### src/rtl/sparc_mem_pkg.sv
`default_nettype none
// ============================================================================
// Module      : sparc_mem_pkg
// Description : Shared opcode constants, size/state enums and MEM/WB record.
// Revision    : 1.0 - initial release
// ============================================================================
package sparc_mem_pkg;

    localparam logic [1:0] OP_NOP  = 2'b00;
    localparam logic [1:0] OP_MEM  = 2'b11;
    localparam logic [2:0] OP2_NOP = 3'b100;
    localparam logic [5:0] OP3_STX = 6'b001110;

    typedef enum logic [1:0] {
        SIZE_BYTE  = 2'd0,
        SIZE_HALF  = 2'd1,
        SIZE_WORD  = 2'd2,
        SIZE_DWORD = 2'd3
    } mem_size_t;

    typedef enum logic [0:0] {
        IDLE = 1'b0,
        WAIT = 1'b1
    } mem_state_t;

    typedef struct packed {
        logic [63:0] alures;
        logic [63:0] load_data;
        logic [4:0]  regd;
        logic [1:0]  op;
        logic [2:0]  op2;
        logic [5:0]  op3;
        logic        reg_write;
        logic        reg_write_double;
    } memwb_t;

    localparam memwb_t MEMWB_BUBBLE = '{
        alures:           64'd0,
        load_data:        64'd0,
        regd:             5'd0,
        op:               OP_NOP,
        op2:              OP2_NOP,
        op3:              6'd0,
        reg_write:        1'b0,
        reg_write_double: 1'b0
    };

    // STX shares the low op3 bits with a halfword access, so it is special-cased.
    function automatic mem_size_t decode_size(input logic [5:0] op3);
        mem_size_t size;
        if (op3 == OP3_STX) begin
            size = SIZE_DWORD;
        end else begin
            case (op3[1:0])
                2'b01:   size = SIZE_BYTE;
                2'b10:   size = SIZE_HALF;
                2'b00:   size = SIZE_WORD;
                default: size = SIZE_DWORD;
            endcase
        end
        return size;
    endfunction

    function automatic logic is_misaligned(input logic [2:0] addr_lo, input mem_size_t size);
        logic mis;
        case (size)
            SIZE_BYTE: mis = 1'b0;
            SIZE_HALF: mis = addr_lo[0];
            SIZE_WORD: mis = |addr_lo[1:0];
            default:   mis = |addr_lo;
        endcase
        return mis;
    endfunction

endpackage
`default_nettype wire

### src/rtl/mem_load_ext.sv
`default_nettype none
// ============================================================================
// Module      : mem_load_ext
// Description : Zero/sign extension of right-aligned load data to 64 bits.
// Revision    : 1.0 - initial release
// ============================================================================
module mem_load_ext
    import sparc_mem_pkg::*;
(
    input  logic [63:0] rdata,
    input  mem_size_t   size,
    input  logic        sign_ext,
    output logic [63:0] data
);

    always_comb begin
        data = rdata;
        case (size)
            SIZE_BYTE: data = {{56{sign_ext & rdata[7]}},  rdata[7:0]};
            SIZE_HALF: data = {{48{sign_ext & rdata[15]}}, rdata[15:0]};
            SIZE_WORD: data = {{32{sign_ext & rdata[31]}}, rdata[31:0]};
            default:   data = rdata;
        endcase
    end

endmodule
`default_nettype wire

### src/rtl/mem_stage.sv
`default_nettype none
// ============================================================================
// Module      : mem_stage
// Description : MEM pipeline stage: MEM/WB register plus req/ack data-memory FSM.
// Revision    : 1.0 - initial release
// ============================================================================
module mem_stage
    import sparc_mem_pkg::*;
(
    input  logic        clk,
    input  logic        reset,
    input  logic        MEM_valid_in,
    input  logic [63:0] MEM_alures_in,
    input  logic [63:0] MEM_store_data_in,
    input  logic [4:0]  MEM_regD_in,
    input  logic [1:0]  MEM_op_in,
    input  logic [2:0]  MEM_op2_in,
    input  logic [5:0]  MEM_op3_in,
    input  logic        MEM_regWrite_in,
    input  logic        MEM_regWriteDouble_in,
    output logic        dmem_req,
    output logic        dmem_we,
    output logic [63:0] dmem_addr,
    output logic [63:0] dmem_wdata,
    output logic [1:0]  dmem_size,
    input  logic        dmem_ack,
    input  logic [63:0] dmem_rdata,
    output logic        MEM_stall,
    output logic        MEM_trap_out,
    output logic [63:0] WB_alures_out,
    output logic [63:0] WB_load_data_out,
    output logic [4:0]  WB_regD_out,
    output logic [1:0]  WB_op_out,
    output logic [2:0]  WB_op2_out,
    output logic [5:0]  WB_op3_out,
    output logic        WB_regWrite_out,
    output logic        WB_regWriteDouble_out
);

    mem_state_t  r_state;
    logic        r_req;
    logic        r_we;
    logic [63:0] r_addr;
    logic [63:0] r_wdata;
    mem_size_t   r_size;
    logic        r_sign;
    logic        r_trap;
    memwb_t      r_pend;
    memwb_t      r_memwb;

    logic        w_is_mem;
    logic        w_store;
    logic        w_misaligned;
    mem_size_t   w_size;
    logic [63:0] w_ext;

    assign w_is_mem     = MEM_valid_in && (MEM_op_in == OP_MEM);
    assign w_store      = MEM_op3_in[2];
    assign w_size       = decode_size(MEM_op3_in);
    assign w_misaligned = is_misaligned(MEM_alures_in[2:0], w_size);

    mem_load_ext u_load_ext (
        .rdata    (dmem_rdata),
        .size     (r_size),
        .sign_ext (r_sign),
        .data     (w_ext)
    );

    always_ff @(posedge clk) begin
        if (reset) begin
            r_state <= IDLE;
            r_req   <= 1'b0;
            r_we    <= 1'b0;
            r_addr  <= 64'd0;
            r_wdata <= 64'd0;
            r_size  <= SIZE_BYTE;
            r_sign  <= 1'b0;
            r_trap  <= 1'b0;
            r_pend  <= MEMWB_BUBBLE;
            r_memwb <= MEMWB_BUBBLE;
        end else begin
            r_trap  <= 1'b0;
            r_memwb <= MEMWB_BUBBLE;
            case (r_state)
                IDLE: begin
                    if (MEM_valid_in && !w_is_mem) begin
                        r_memwb <= '{
                            alures:           MEM_alures_in,
                            load_data:        64'd0,
                            regd:             MEM_regD_in,
                            op:               MEM_op_in,
                            op2:              MEM_op2_in,
                            op3:              MEM_op3_in,
                            reg_write:        MEM_regWrite_in,
                            reg_write_double: MEM_regWriteDouble_in
                        };
                    end else if (w_is_mem && w_misaligned) begin
                        r_trap <= 1'b1;
                    end else if (w_is_mem) begin
                        r_state <= WAIT;
                        r_req   <= 1'b1;
                        r_we    <= w_store;
                        r_addr  <= MEM_alures_in;
                        r_wdata <= MEM_store_data_in;
                        r_size  <= w_size;
                        r_sign  <= MEM_op3_in[3] && (w_size != SIZE_DWORD);
                        // Stores never write the register file.
                        r_pend  <= '{
                            alures:           MEM_alures_in,
                            load_data:        64'd0,
                            regd:             MEM_regD_in,
                            op:               MEM_op_in,
                            op2:              MEM_op2_in,
                            op3:              MEM_op3_in,
                            reg_write:        MEM_regWrite_in && !w_store,
                            reg_write_double: MEM_regWriteDouble_in && !w_store
                        };
                    end
                end
                WAIT: begin
                    if (dmem_ack) begin
                        r_state           <= IDLE;
                        r_req             <= 1'b0;
                        r_we              <= 1'b0;
                        r_memwb           <= r_pend;
                        r_memwb.load_data <= w_ext;
                    end
                end
            endcase
        end
    end

    assign MEM_stall = !reset &&
                       (((r_state == IDLE) && w_is_mem && !w_misaligned) ||
                        ((r_state == WAIT) && !dmem_ack));

    assign dmem_req              = r_req;
    assign dmem_we               = r_we;
    assign dmem_addr             = r_addr;
    assign dmem_wdata            = r_wdata;
    assign dmem_size             = r_size;
    assign MEM_trap_out          = r_trap;
    assign WB_alures_out         = r_memwb.alures;
    assign WB_load_data_out      = r_memwb.load_data;
    assign WB_regD_out           = r_memwb.regd;
    assign WB_op_out             = r_memwb.op;
    assign WB_op2_out            = r_memwb.op2;
    assign WB_op3_out            = r_memwb.op3;
    assign WB_regWrite_out       = r_memwb.reg_write;
    assign WB_regWriteDouble_out = r_memwb.reg_write_double;

endmodule
`default_nettype wire

### config.mk
export PLATFORM = sky130hd
export DESIGN_NAME = mem_stage
export DESIGN_NICKNAME = d
export VERILOG_FILES = /design/src/rtl/sparc_mem_pkg.sv /design/src/rtl/mem_load_ext.sv /design/src/rtl/mem_stage.sv
export SDC_FILE = /design/constraint.sdc
export NUM_CORES = 1
export LEC_CHECK = 0
export CORE_AREA = 4 4 188 190
export DETAILED_ROUTE_END_ITERATION = 10
export DIE_AREA = 0 0 192 194
export GPL_TIMING_DRIVEN = 1
export MAX_ROUTING_LAYER = met4
export PLACE_DENSITY = 0.66
export SLEW_MARGIN = 20
export SYNTH_ARGS = -nofsm -noshare
export SYNTH_HDL_FRONTEND = slang
export SYNTH_SLANG_ARGS = --single-unit
### constraint.sdc
create_clock -name clk -period 4.8 [get_ports clk]
set_clock_uncertainty 0.15 [all_clocks]
set_input_delay 0.72 -clock clk [delete_from_list [all_inputs] [get_ports clk]]
set_output_delay 0.72 -clock clk [all_outputs]
set_load 0.01 [all_outputs]
==> reports/metrics.csv, run 1 <==
metric,value,unit
dp_slack,0.662,ns
start_kind,primary input,
hp-class,flip-flop to flip-flop,
initial_utilization,33.2,%
place_hpwl,26100,um
setup.worst_path.end_class,output port,
worst_pin_slew,0.921,ns
grt_pass1_wl,54100,um
cts_htree_levels,2,
cts_resized,0,
clkLatencyLatePin,0.49,ns
synthCells,1130,
max-cap-violations,0,
ioPinCount,494,
seqCellArea,5990,um^2
cts.clk_slew.worst_paths,0.06,ns
cts_buffers,35,
grt_util_all_layers,18.9,%
clockBufferDepth,3,
routed_via_density,4.59,
cts_setup_buffers,0,
status,"complete, no violations",
avgRoutedWirePerCell,17.9,um
fmax,243,MHz
grt_max_degree,219,
irDropWorstVdd,0.224,mV
fp.dieW,192,um
grt_pass1_vias,9280,
setup_violations,0,
finalInstanceArea,17000,um^2
placed_area,15800,um^2
syn_avg_cell_area,9.82,um^2
placedCellCount,1938,
yosys.cell_types.count,37,
synth_edf_count,0,
num-fill-cells,3041,
first_pass_iters,4,
finalCriticalPeriod,4.12,ns
remaining_drc_errors,0,
p_leak,6.13,nW
synth_flop_cell,dfxtp_1,
gp_congestion,0.787,
holdWs,0.305,ns
drv_slew,0,
layout.nets,1743,
root_buffer,clkbuf_16,
antenna_found_initial,3,
critPathKind,primary input to output port,
num_vias,9203,
num_rows,67,
fin_ws,0.682,ns
io_buffer_count,493,
critical_path_required,3.93,ns
critPathMaxFanout,6,
power,5.79,mW
syn_area,11100,um^2
syn_nets,1346,
synthArstFlopShare,0,%
cts_hold_buffers,0,
multi_input_area,4130,um^2
instances_no_fill,2003,
ant_nets,0,
hold_violations,0,
p_per_area,340,nW/um^2
core,33400,um^2
cts_tree,done,
cts_sinks,299,
fin_util,50.9,%
maxSlewHeadroom,38.6,%
seq_area_frac_synth,54.0,%
setup_tns,0,ns
synth_warnings,0,
drtIter0Drc,296,
ys_ff_latch,299,
gr-total-overflow,0,
drt-total-wl,35900,um
arrival,3.25,ns
area_growth_syn_to_layout,53.5,%
final_layout_size_suffix_gt1_share,5.29,%
die_y,194,um
rsz0062_at_grt,no,
die_area,37200,um^2
fin_crit_sh,85.8,%
[cell type report]
class / instances / share of cell area (%)
antenna: 4 / 0.0588
clock buffer: 53 / 6.38
clock inverter: 8 / 0.581
inverter: 5 / 0.154
multi-input combinational: 677 / 24.3
sequential: 299 / 35.2
tap: 448 / 3.29
timing repair buffer: 509 / 30.1
[report_power, final]
group / internal, mW / switching (mW)
Combinational: 0.314 / 0.222
Clock: 1.67 / 1.01
Sequential: 2.54 / 0.0289
Total: 4.52 / 1.27
[cell families after synthesis]
logic type | after synthesis | synth area share, %
simple gates | 363 | 12.9
buf+inv | 154 | 8.99
mux | 144 | 13.0
fa+ha+maj | 2 | 0.226
flops | 299 | 54.0
compound gates | 168 | 10.9
[worst max-delay path, stage by stage]
cell	delay, ns
clkdlybuf4s50_1	0.58
inv_1	0.07
ha_1	0.35
o31ai_2	0.25
and2b_4	0.23
o21ai_0	0.09
buf_4	0.18
a21oi_1	0.16
clkdlybuf4s50_1	0.61
[layer usage]
metal  global-route usage, %  up-vias  part of all wire [%]  wire length (um)
met5                       -        -                     0                 0
met2                    31.2      356                    48             17300
li1                        -     4503                     -                 -
met3                    5.04       72                   7.5              2680
met4                    7.24        0                   3.7              1340
met1                    21.8     4272                    41             14600
[sequential cells by signal, summed over array words and instances, names as in the netlist, 2 cells and up]
| signal | count |
|---|---|
| WB_load_data_out | 64 |
| dmem_wdata | 64 |
| WB_op_out | 2 |
| WB_op3_out | 6 |
| WB_regD_out | 5 |
| r_pend | 82 |
| dmem_size | 2 |
| WB_alures_out | 64 |
| WB_op2_out | 3 |
[cell usage in the layout (no fill, tap or decap), types with 3 or more instances in the layout]
master,instances
buf_4,10
clkbuf_16,37
o21ai_0,12
buf_12,5
clkbuf_8,10
a21oi_1,62
diode_2,4
nand2_1,334
nor2_1,6
dfxtp_1,299
inv_1,4
clkbuf_1,6
a22o_1,80
clkdlybuf4s50_1,493
and2_1,9
clkinv_2,3
mux2i_1,143
nand3b_1,3
o21a_1,4
[synth_stat cells (all sizes together), types with 5 or more instances]
cell type / number / area [um^2]
o21ai: 13 / 65.1
nand2: 334 / 1250
buf: 91 / 761
dfxtp: 299 / 5990
clkbuf: 58 / 218
mux2i: 143 / 1430
and2: 9 / 56.3
inv: 5 / 18.8
o21a: 5 / 37.5
nor2: 7 / 26.3
a21oi: 63 / 327
a22o: 80 / 701
[path summary, 6_finish.rpt]
path	start	end	slack, ns	cells after the start
max	MEM_op3_in[0]	MEM_stall	0.68	9
min	dmem_wdata[4]	dmem_wdata[4]	0.31	2
max reg2reg	dmem_size[1]	WB_load_data_out[34]	2.24	3
min reg2reg	dmem_wdata[4]	dmem_wdata[4]	0.31	2
(Power assumes the default switching activity.)
==> run 2: changes to the inputs <==
--- a/config.mk
+++ b/config.mk
@@ -5,13 +5,12 @@
 export SDC_FILE = /design/constraint.sdc
 export NUM_CORES = 1
 export LEC_CHECK = 0
-export CORE_AREA = 4 4 188 190
+export CORE_AREA = 4 4 189 191
 export DETAILED_ROUTE_END_ITERATION = 10
-export DIE_AREA = 0 0 192 194
+export DIE_AREA = 0 0 193 195
 export GPL_TIMING_DRIVEN = 1
 export MAX_ROUTING_LAYER = met4
-export PLACE_DENSITY = 0.66
-export SLEW_MARGIN = 20
+export PLACE_DENSITY = 0.65
 export SYNTH_ARGS = -nofsm -noshare
 export SYNTH_HDL_FRONTEND = slang
 export SYNTH_SLANG_ARGS = --single-unit
==> run 2 against run 1 <==
Compared with the run above:
- via count rose by 0.29%
- clock power rose by 1%
- maximum frequency fell by 0.99%
- clock-buffer cell count fell by 3
- cell count barely moved
- total power rose by 0.67%
- routed wire length rose by 0.79%
- critical path depth fell by 1
- global-route usage fell by 0.15 points
- design area barely moved
- register-to-register slack got worse by 0.42 ns
- largest cell class unchanged
==> reports/metrics.csv, run 2 (synthesized netlist as in run 1, its figures left out) <==
metric,value,unit
status,"complete, no violations",
cts_resized,0,
fin_ws,0.641,ns
arrival,3.29,ns
io_buffer_count,493,
ioPinCount,494,
critPathMaxFanout,6,
seqCellArea,5990,um^2
maxSlewHeadroom,20.2,%
hp-class,flip-flop to flip-flop,
grt_pass1_wl,54000,um
grt_max_degree,131,
setup_tns,0,ns
cts_setup_buffers,0,
drtIter0Drc,323,
cts_htree_levels,2,
fp.dieW,193,um
place_hpwl,26300,um
irDropWorstVdd,0.235,mV
cts_sinks,299,
cts.clk_slew.worst_paths,0.05,ns
most-common-layout-cells,"clkdlybuf4s50_1 (493), nand2_1 (334), dfxtp_1 (299)",
die_area,37600,um^2
gr-total-overflow,0,
setup.worst_path.end_class,output port,
cts_buffers,35,
drv_slew,0,
clockBufferDepth,3,
finalCriticalPeriod,4.16,ns
multi_input_area,4130,um^2
setup_violations,0,
fmax,240,MHz
grt_util_all_layers,18.7,%
final_common_cell,clkdlybuf4s50_1,
remaining_drc_errors,0,
num_rows,68,
initial_utilization,32.5,%
max-cap-violations,0,
dp_slack,0.586,ns
ant_nets,0,
num_vias,9230,
avgRoutedWirePerCell,18.1,um
start_kind,primary input,
die_y,195,um
drt-total-wl,36200,um
gp_congestion,0.835,
clkLatencyLatePin,0.49,ns
root_buffer,clkbuf_16,
core,34100,um^2
cts_hold_buffers,0,
area_growth_syn_to_layout,53.4,%
layout.nets,1740,
worst_pin_slew,1.20,ns
fin_crit_sh,86.6,%
regMostFlops,r_pend,
num-fill-cells,3126,
p_leak,6.12,nW
cts_tree,done,
critPathKind,primary input to output port,
routed_via_density,4.60,
hold_violations,0,
first_pass_iters,5,
grt_pass1_vias,9167,
largest_reg_flops,82,
p_per_area,342,nW/um^2
antenna_found_initial,3,
critical_path_required,3.93,ns
rsz0062_at_grt,no,
final_layout_size_suffix_gt1_share,5.11,%
run 2: report_power, final:
| group | total, mW | internal (mW) | leakage, nW | switching, mW |
|---|---|---|---|---|
| Sequential | 2.57 | 2.54 | 2.42 | 0.0286 |
| Combinational | 0.537 | 0.315 | 3.11 | 0.222 |
| Clock | 2.72 | 1.69 | 0.582 | 1.03 |
run 2: worst paths after layout:
check	from	end	slack, ns	cells past startpoint
hold / removal	dmem_wdata[51]	dmem_wdata[51]	0.30	2
hold reg to reg	dmem_wdata[51]	dmem_wdata[51]	0.30	2
setup reg to reg	dmem_size[0]	WB_load_data_out[63]	1.82	4
setup / recovery	MEM_op3_in[0]	MEM_stall	0.64	8
run 2: final cells by class:
type	instances	share of cell area, %
Sequential cell	299	35.2
Timing Repair Buffer	506	30.0
Multi-Input combinational cell	677	24.3
Clock buffer	50	6.20
Tap cell	455	3.35
Clock inverter	10	0.787
Inverter	5	0.154
Antenna cell	3	0.0441
run 2: routing by layer:
metal  vias to the layer above  track usage [%]  routed length [um]
li1                       4496                -                   -
met1                      4340             22.6               14800
met2                       332             30.2               17300
met3                        62             5.26                2970
met4                         0             6.22                1110
met5                         -                -                   0
run 2: per-stage QoR:
step                util, %  total power, mW  instance area [um^2]  hold WS (ns)  std cells
floorplan                 -             2.84                 11100         0.282       1130
global route           49.9             6.05                 17000         0.317       2005
finish                 49.9             5.83                 17000         0.304       2005
global placement       46.4             3.16                 15800         0.291       1942
detailed placement     46.4             3.16                 15800         0.297       1942
CTS                    49.8             5.91                 17000         0.308       2002
run 2: critical path: stages:
cell and delay [ns]:
clkdlybuf4s50_1 0.57, inv_1 0.08, ha_1 0.35, o31ai_2 0.23, and2b_4 0.22, o21ai_0 0.29
a21oi_1 0.22, clkdlybuf4s50_1 0.59
==> run 3: changes to the inputs <==
--- a/config.mk
+++ b/config.mk
@@ -11,6 +11,7 @@
 export GPL_TIMING_DRIVEN = 1
 export MAX_ROUTING_LAYER = met4
 export PLACE_DENSITY = 0.65
+export SKIP_CTS_REPAIR_TIMING = 1
 export SYNTH_ARGS = -nofsm -noshare
 export SYNTH_HDL_FRONTEND = slang
 export SYNTH_SLANG_ARGS = --single-unit
==> results of run 3 <==
The final DEF is identical to that of run 2; final timing and power are the same.
